### config.mk
export PLATFORM = sky130hd
export DESIGN_NAME = cfg_frame_sequencer
export DESIGN_NICKNAME = d
export VERILOG_FILES = /design/src/rtl/cfg_pkg.sv /design/src/rtl/frame_xor8.sv /design/src/rtl/cfg_frame_sequencer.sv
export SDC_FILE = /design/constraint.sdc
export NUM_CORES = 1
export LEC_CHECK = 0
export CAP_MARGIN = 15
export CORE_ASPECT_RATIO = 0.9
export CORE_UTILIZATION = 47
export CTS_CLUSTER_SIZE = 40
export DETAILED_ROUTE_END_ITERATION = 16
export PLACE_DENSITY = 0.79
export SYNTH_ARGS = -nofsm -noshare
export SYNTH_HDL_FRONTEND = slang
export SYNTH_HIERARCHICAL = 1
export SYNTH_SLANG_ARGS = --single-unit
### constraint.sdc
create_clock -name CLK -period 5.05 [get_ports CLK]
set_input_delay 1.515 -clock CLK [delete_from_list [all_inputs] [get_ports CLK]]
set_output_delay 1.515 -clock CLK [all_outputs]
set_load 0.02 [all_outputs]
### src/rtl/cfg_pkg.sv
`default_nettype none
// ============================================================================
// Module      : cfg_pkg
// Description : Shared definitions for the MCU configuration frame path:
//               opcodes, sequencer state encoding, status bit indices,
//               frame field positions and the frame XOR checksum.
// Revision    : 1.0  initial release
// ============================================================================
package cfg_pkg;

  // Command opcodes carried in frame bits [63:56]
  localparam logic [7:0] OP_NOP    = 8'h00;
  localparam logic [7:0] OP_WRITE  = 8'h01;
  localparam logic [7:0] OP_READ   = 8'h02;
  localparam logic [7:0] OP_STATUS = 8'h03;

  // Sequencer states
  typedef enum logic [2:0] {
    ST_IDLE  = 3'd0,
    ST_CHECK = 3'd1,
    ST_WRITE = 3'd2,
    ST_READ  = 3'd3,
    ST_RESP  = 3'd4
  } state_t;

  // Sticky status bit indices
  localparam int STAT_CRC_ERR = 0;
  localparam int STAT_BAD_OP  = 1;
  localparam int STAT_RD_TMO  = 2;
  localparam int STAT_OVERRUN = 3;

  // Frame field LSB positions
  localparam int FRM_OP_LSB   = 56;
  localparam int FRM_ADDR_LSB = 48;
  localparam int FRM_DATA_LSB = 16;
  localparam int FRM_RSV_LSB  = 8;
  localparam int FRM_CKS_LSB  = 0;

  // Data returned when a register read never completes
  localparam logic [31:0] RD_TMO_DATA = 32'hDEADBEEF;

  // XOR of frame bytes [63:56] .. [15:8]; the checksum byte itself is ignored
  function automatic logic [7:0] frame_checksum(input logic [63:0] frame);
    logic [7:0] acc;
    acc = 8'h00;
    for (int i = 1; i < 8; i++) begin
      acc = acc ^ frame[8*i +: 8];
    end
    return acc;
  endfunction

endpackage
`default_nettype wire

### src/rtl/frame_xor8.sv
`default_nettype none
// ============================================================================
// Module      : frame_xor8
// Description : Combinational XOR of seven bytes, used to form the frame
//               checksum of a received or outgoing 64-bit frame.
// Ports       : bytes_i  [55:0]  frame bytes [63:8]
//               xor_o    [7:0]   XOR of the seven bytes
// Revision    : 1.0  initial release
// ============================================================================
module frame_xor8 (
  input  logic [55:0] bytes_i,
  output logic [7:0]  xor_o
);

  always_comb begin
    xor_o = 8'h00;
    for (int i = 0; i < 7; i++) begin
      xor_o = xor_o ^ bytes_i[8*i +: 8];
    end
  end

endmodule
`default_nettype wire

### src/rtl/cfg_frame_sequencer.sv
`default_nettype none
// ============================================================================
// Module      : cfg_frame_sequencer
// Description : Checks, decodes and executes 64-bit MCU command frames on the
//               configuration register bus and builds the response frame for
//               the next SPI transfer.
// Ports       : CLK, RST            clock, asynchronous active-high reset
//               frame_valid/_data   received frame strobe and contents
//               reg_wr_en/_ready    write request / accept handshake
//               reg_rd_en           one-cycle read strobe
//               reg_rd_valid/_data  read completion
//               reg_addr, reg_wdata register address and write data
//               resp_data/_load     response frame and MISO load strobe
//               busy                state is not IDLE
//               status              sticky status byte (test_LED mirror)
// Revision    : 1.0  initial release
// ============================================================================
module cfg_frame_sequencer
  import cfg_pkg::*;
#(
  parameter int RD_TIMEOUT = 255,
  parameter int ADDR_W     = 8
) (
  input  logic              CLK,
  input  logic              RST,
  input  logic              frame_valid,
  input  logic [63:0]       frame_data,
  output logic              reg_wr_en,
  input  logic              reg_wr_ready,
  output logic              reg_rd_en,
  input  logic              reg_rd_valid,
  input  logic [31:0]       reg_rd_data,
  output logic [ADDR_W-1:0] reg_addr,
  output logic [31:0]       reg_wdata,
  output logic [63:0]       resp_data,
  output logic              resp_load,
  output logic              busy,
  output logic [7:0]        status
);

  localparam int TMO_W = $clog2(RD_TIMEOUT + 1);

  state_t            state_q, state_d;
  logic [63:0]       frame_q, frame_d;
  logic [31:0]       data_q,  data_d;
  logic [3:0]        status_q, status_d;
  logic [TMO_W-1:0]  tmo_q,   tmo_d;
  logic              rd_en_q, rd_en_d;

  logic [7:0]        frame_op;
  logic [7:0]        rx_cks;
  logic              crc_ok;
  logic              is_status;
  logic [TMO_W-1:0]  tmo_inc;
  logic [31:0]       resp_word;
  logic [55:0]       resp_body;
  logic [7:0]        resp_cks;

  assign frame_op = frame_q[FRM_OP_LSB +: 8];

  frame_xor8 u_rx_xor (
    .bytes_i (frame_q[63:8]),
    .xor_o   (rx_cks)
  );

  // The latched frame never changes between CHECK and RESP, so the checksum
  // verdict can be recomputed there instead of being stored.
  assign crc_ok    = (rx_cks == frame_q[FRM_CKS_LSB +: 8]);
  assign is_status = crc_ok && (frame_op == OP_STATUS);
  assign tmo_inc   = tmo_q + 1'b1;

  always_comb begin
    state_d  = state_q;
    frame_d  = frame_q;
    data_d   = data_q;
    status_d = status_q;
    tmo_d    = tmo_q;
    rd_en_d  = 1'b0;

    case (state_q)
      ST_IDLE: begin
        if (frame_valid) begin
          frame_d = frame_data;
          data_d  = frame_data[FRM_DATA_LSB +: 32];
          state_d = ST_CHECK;
        end
      end

      ST_CHECK: begin
        // A bad checksum makes the opcode untrustworthy, so only CRC_ERR is
        // raised in that case.
        if (!crc_ok) begin
          status_d[STAT_CRC_ERR] = 1'b1;
          state_d                = ST_RESP;
        end else begin
          case (frame_op)
            OP_NOP, OP_STATUS: state_d = ST_RESP;
            OP_WRITE:          state_d = ST_WRITE;
            OP_READ: begin
              rd_en_d = 1'b1;
              tmo_d   = '0;
              state_d = ST_READ;
            end
            default: begin
              status_d[STAT_BAD_OP] = 1'b1;
              state_d               = ST_RESP;
            end
          endcase
        end
      end

      ST_WRITE: begin
        if (reg_wr_ready) begin
          state_d = ST_RESP;
        end
      end

      ST_READ: begin
        tmo_d = tmo_inc;
        if (reg_rd_valid) begin
          data_d  = reg_rd_data;
          tmo_d   = '0;
          state_d = ST_RESP;
        end else if (tmo_inc == TMO_W'(RD_TIMEOUT)) begin
          data_d                = RD_TMO_DATA;
          status_d[STAT_RD_TMO] = 1'b1;
          tmo_d                 = '0;
          state_d               = ST_RESP;
        end
      end

      ST_RESP: begin
        if (is_status) begin
          status_d = 4'h0;
        end
        state_d = ST_IDLE;
      end

      default: state_d = ST_IDLE;
    endcase

    // Applied after the STATUS clear so an overrun arriving in the RESP
    // cycle is not lost.
    if (frame_valid && (state_q != ST_IDLE)) begin
      status_d[STAT_OVERRUN] = 1'b1;
    end
  end

  always_ff @(posedge CLK or posedge RST) begin
    if (RST) begin
      state_q  <= ST_IDLE;
      frame_q  <= 64'h0;
      data_q   <= 32'h0;
      status_q <= 4'h0;
      tmo_q    <= '0;
      rd_en_q  <= 1'b0;
    end else begin
      state_q  <= state_d;
      frame_q  <= frame_d;
      data_q   <= data_d;
      status_q <= status_d;
      tmo_q    <= tmo_d;
      rd_en_q  <= rd_en_d;
    end
  end

  assign resp_word = is_status ? {24'h0, 4'h0, status_q} : data_q;
  assign resp_body = {frame_q[FRM_OP_LSB +: 8], frame_q[FRM_ADDR_LSB +: 8],
                      resp_word, 4'h0, status_q};

  frame_xor8 u_tx_xor (
    .bytes_i (resp_body),
    .xor_o   (resp_cks)
  );

  assign resp_data = {resp_body, resp_cks};
  assign resp_load = (state_q == ST_RESP);
  assign reg_wr_en = (state_q == ST_WRITE);
  assign reg_rd_en = rd_en_q;
  assign reg_addr  = frame_q[FRM_ADDR_LSB +: ADDR_W];
  assign reg_wdata = frame_q[FRM_DATA_LSB +: 32];
  assign busy      = (state_q != ST_IDLE);
  assign status    = {4'h0, status_q};

endmodule
`default_nettype wire

# Word level (Yosys, flattened, before mapping)
# Index checks and enable logic that the tools add are counted.
word_totals:
  regBits: 112
  in_bits: 101
  output_inout_bits: 116
  elab_cells: 91
op_classes:
  n_addsub: 1
  eq_ne: 19
  mux: 30
  bitwise: 12
  reduce_logical: 20
ops:
  columns: ["operator", "n"]
  rows:
  - ["2-to-1 mux 32 bit", 4]
  - ["XOR 8 bit", 11]
  - ["one-hot mux 32 bit (2 select lines)", 1]
  - ["2-to-1 mux 8 bit", 4]
  - ["equality test 8 x 2 -> 1 bit (second input constant)", 2]
  - ["one-hot mux 8 bit (2 select lines)", 1]
  - ["2-to-1 mux 3 bit", 5]
  - ["inequality test 2 bit (second input constant)", 6]
  - ["one-hot mux 3 bit (4 select lines)", 1]
  - ["AND reduction 3 bit", 4]
  - ["nonzero test 2 bit", 6]
  - ["2-to-1 mux 1 bit", 10]
  - ["adder 8 x 1 -> 8 bit (second input constant)", 1]
  - ["equality test 8 x 1 -> 1 bit (second input constant)", 1]
  - ["equality test 8 bit", 1]
  - ["equality test 8 bit (second input constant)", 1]
  - ["zero test 8 bit", 1]
  - ["AND reduction 4 bit", 2]
  - ["XOR 4 x 8 -> 8 bit", 1]
  - ["equality test 3 x 2 -> 1 bit (second input constant)", 2]
  - ["inequality test 2 x 1 -> 1 bit (second input constant)", 3]
  - ["one-hot mux 3 bit (2 select lines)", 1]
  - ["2-to-1 mux 4 bit", 1]
  - ["one-hot mux 2 bit (2 select lines)", 1]
  - ["other kinds (9)", 11]

# Longest topological paths before layout
depth:
  ltp_word: 15
  depth_mapped: 10
  depth_no_buf: 9

# Cells and area by module
# Netlist, hierarchy kept.
by_module_without_submodules:
  columns: ["module", "instances", "cells_per_inst", "area_each_um2", "seq_area_each_um2"]
  rows:
  - ["cfg_frame_sequencer", 1, 543, 5876.9, 2802.7]
  - ["frame_xor8", 2, 32, 500.5, 0.0]

# Worst setup path before layout
# OpenSTA, ideal clock, no wires.
synth_timing:
  kind: "register to output"
  startpoint: "register frame_q[57]"
  endpoint: "output resp_data[2]"
  arrival_time_ns: 2.915
  t_required_ns: 3.535
  path_slack_ns: 0.620
  stages_incl_launch_ff: 11
  path_buffers: 1
  path_cell_list: "dfrtp_1 xnor2_1 xnor3_1 xnor2_1 nand4_1 nor3_2 nand3_2 buf_2 mux2_2 xnor3_1 xnor3_1"
synth_via:
  elab_chain_cells: 10
  elab_cells_between_ends: 11
  cone_classes: "eq/ne (2); mux (1); bitwise (7); reduce/logical (1)"
synth_rtl:
  columns: ["item", "line_no", "text"]
  rows:
  - ["start, declared", "cfg_frame_sequencer.sv:44", "logic [63:0] frame_q, frame_d;"]
  - ["start signal, assigned", "cfg_frame_sequencer.sv:159", "frame_q <= frame_d;"]
  - ["XOR 8 bit", "frame_xor8.sv:18", "xor_o = xor_o ^ bytes_i[8*i +: 8];"]
  - ["net rx_cks[1]", "cfg_frame_sequencer.sv:51", "logic [7:0] rx_cks;"]
  - ["equality test 8 bit", "cfg_frame_sequencer.sv:68", "assign crc_ok = (rx_cks == frame_q[FRM_CKS_LSB +: 8]);"]
  - ["logical AND 1 bit", "cfg_frame_sequencer.sv:69", "assign is_status = crc_ok && (frame_op == OP_STATUS);"]
  - ["2-to-1 mux 32 bit", "cfg_frame_sequencer.sv:167", "assign resp_word = is_status ? {24'h0, 4'h0, status_q} : data_q;"]
  - ["net resp_data[18]", "cfg_frame_sequencer.sv:35", "output logic [63:0] resp_data,"]
  - ["XOR 4 x 8 -> 8 bit", "frame_xor8.sv:18", null]
  - ["XOR 8 bit (5 in series)", "frame_xor8.sv:18", null]
  - ["end, declared", "cfg_frame_sequencer.sv:35", null]
# The timed path passes the listed nets, and every way through them passes these cells.

# Final worst setup path
layout_timing:
  startpoint: "register frame_q[31]"
  endpoint: "output resp_data[3]"
layout_via:
  elab_chain_cells: 14
layout_rtl:
  columns: ["item", "line_no"]
  rows:
  - ["XOR 8 bit * (5 in series)", "frame_xor8.sv:18"]
  - ["net rx_cks[7]", "cfg_frame_sequencer.sv:51"]
  - ["equality test 8 bit *", "cfg_frame_sequencer.sv:68"]
  - ["logical AND 1 bit *", "cfg_frame_sequencer.sv:69"]
  - ["2-to-1 mux 32 bit *", "cfg_frame_sequencer.sv:167"]
  - ["XOR 4 x 8 -> 8 bit", "frame_xor8.sv:18"]
  - ["XOR 8 bit (2 in series)", "frame_xor8.sv:18"]
  - ["XOR 8 bit * (3 in series)", "frame_xor8.sv:18"]
# Mark *: on every way through the listed nets, which the timed path passes. The rest lies on a longest branch.

==> metrics.txt <==
Nets 876; # fillers 1111; Clock Root Buffer clkbuf_16; Worst Max-Slew Pin Slew 1.09 ns; Clock Skew 0.00430 ns; Starting Density 0.486; fin crit period 4.98 ns; DRT Pass-1 Iters 5; RD Place Congestion 0.865; Mapped Area 0.00688 mm2; most frequent cells in the layout 200 x clkdlybuf4s50_1, 112 x dfrtp_1, 72 x mux2_2; largest net degree at the start of global routing 65; detailed-route vias per instance 5.38; Die Wd 130 um; CTS buffer count 9; number of synthesized register bits 112; overall routing resource usage 0.274; RSZ-0062 raised after global routing true; part of the cycle the worst path needs 0.986; CTS sink cnt 112; H-tree depth 3; final setup fails 0; area added between synthesis and finish 33.9%; antenna violations before repair 1; CTS tree built; P_leak 3.97 nW; Max-Cap Viols 0; core area 0.0142 mm2; Pins Over Slew Limit 0; crit path launch type flip-flop; total global routing overflow 0; Routed WL 20000 um; worst path required time 3.54 ns; Final Hold Vio Count 0; Die H 117 um; VDD IR max 0.625 mV; Routed Antenna Nets 0; average size of a mapped cell 11.3 um2; DP Area 0.00883 mm2; DRC Markers 0; HPWL after DPL 14900 um; commonest non-fill, non-tap cell in the layout clkdlybuf4s50_1; pwr dens 790 mW/mm2; post-synthesis sequential area ratio 0.407; Primary FF master, synth dfrtp_1; FP Rows 41; CP Capture Type primary output; Fmax 201 MHz; Clock Latency Late Sink 0.36 ns; Async S/R FF share, synth 1.00; vias 5225; I/O Pins 217; total negative slack 0 ns; Die ar. 0.0151 mm2; vias in the first global route 5443; Hold/Removal Path Class reg2reg; critical path type reg2out; Hold WS 0.508 ns; clk slew on worst S/H paths 0.07 ns; Slew headroom 0.270; Post-synth EDFFs 0; crit path max fanout 15; clk buf depth 2; first-pass GRT wire length 30100 um; share of post-route cells with drive strength above 1 0.205; Unique masters post-synth 51; # port buffers 208; Worst Path Arrival 3.46 ns; synth warn 6; initial drt markers 276; drt wl/cell 20.6 um; outcome finished clean; Mapped Cells 607; final instance area 0.00921 mm2
-- kinds of logic after synthesis --
kind of cell	synth area share
simple gates	0.126
xor+xnor	0.157
compound gates	0.0740
other cells	0.000545
fa+ha+maj	0.00364
flops	0.407
mux	0.128
buf+inv	0.104
-- registers in the layout, indices dropped and copies added (netlist names) --
name and cells:
frame_q 64, tmo_q 8, state_q 3, status_q 4, data_q 32, reg_rd_en 1
-- Yosys cell counts (2+ instances only) --
cell type / n / area (um2)
a21oi_1: 3 / 15.0
a31oi_1: 9 / 56.3
and2_1: 30 / 188
and3_1: 2 / 12.5
and3b_1: 2 / 17.5
buf_2: 13 / 65.1
buf_4: 68 / 510
buf_6: 3 / 33.8
clkbuf_1: 13 / 48.8
dfrtp_1: 112 / 2800
ha_1: 2 / 25.0
inv_1: 12 / 45.0
mux2_2: 72 / 811
mux2_4: 4 / 60.1
nand2_1: 49 / 184
nand3_1: 15 / 75.1
nand3b_1: 27 / 203
nand4_1: 3 / 18.8
nor2_1: 6 / 22.5
nor3_1: 3 / 15.0
nor3_2: 2 / 20.0
nor3b_1: 2 / 15.0
o21ai_0: 29 / 145
o22ai_1: 25 / 156
o31a_1: 2 / 17.5
or3_1: 2 / 12.5
or4_1: 2 / 15.0
xnor2_1: 41 / 359
xnor3_1: 32 / 721
-- metrics by stage --
step,utilization,std cells,power (mW),worst slack [ns]
final,0.651,971,7.28,0.0720
after global routing,0.650,970,7.61,-0.0431
after CTS,0.649,967,7.34,-0.0279
after detailed placement,0.623,951,6.59,0.0413
after global placement,0.623,951,6.51,0.117
after floorplan,-,618,4.98,0.576
-- repair_timing --
action / CTS / global route
hold buffers: 0 / 0
setup endpoints to repair: 8 / 8
setup buffers: 1 / 2
pin swaps: 1 / 4
gates resized for setup: 15 / 21
-- worst paths after layout --
| path | start | end | slack, ns | cells after the start |
|---|---|---|---|---|
| min reg2reg | data_q[20] | data_q[20] | 0.51 | 1 |
| min | data_q[20] | data_q[20] | 0.51 | 1 |
| max reg2reg | tmo_q[1] | data_q[5] | 2.28 | 7 |
| min in group asynchronous | RST | frame_q[54] | 1.67 | 2 |
| max in group asynchronous | RST | frame_q[20] | 2.49 | 3 |
| max | frame_q[31] | resp_data[3] | 0.07 | 11 |
-- worst max-delay path, stage by stage (launching register included) --
cell      delay [ns]
dfrtp_1         0.40
xnor3_1         0.39
xnor3_1         0.27
xnor2_2         0.23
nand4_1         0.17
nor3_2          0.28
nand3_2         0.13
buf_6           0.18
mux2_2          0.30
xnor3_1         0.37
xnor3_1         0.21
clkbuf_2        0.16
-- where the power goes --
group | internal, mW | total [mW] | switching (mW)
Combinational | 2.69 | 4.90 | 2.21
Sequential | 1.30 | 1.61 | 0.311
Clock | 0.436 | 0.774 | 0.338
Total | 4.42 | 7.28 | 2.86
-- final cells by class --
class / instances / area (um2) / area share
clock buffer: 9 / 225 / 0.0244
clock inverter: 6 / 93.8 / 0.0102
multi-input combinational: 395 / 3470 / 0.376
sequential: 112 / 2800 / 0.304
timing repair buffer: 243 / 2330 / 0.253
tap: 193 / 241 / 0.0262
antenna: 1 / 2.50 / 0.000272
inverter: 12 / 47.5 / 0.00516
-- routing by layer --
metal / vias up / routed length, um / track usage
met4: 0 / 495 / 0.0915
li1: 2355 / - / -
met5: - / 0 / 0
met3: 30 / 1720 / 0.0866
met1: 2591 / 7730 / 0.325
met2: 249 / 10000 / 0.473
Note: power is estimated with default switching activity, not from simulation.
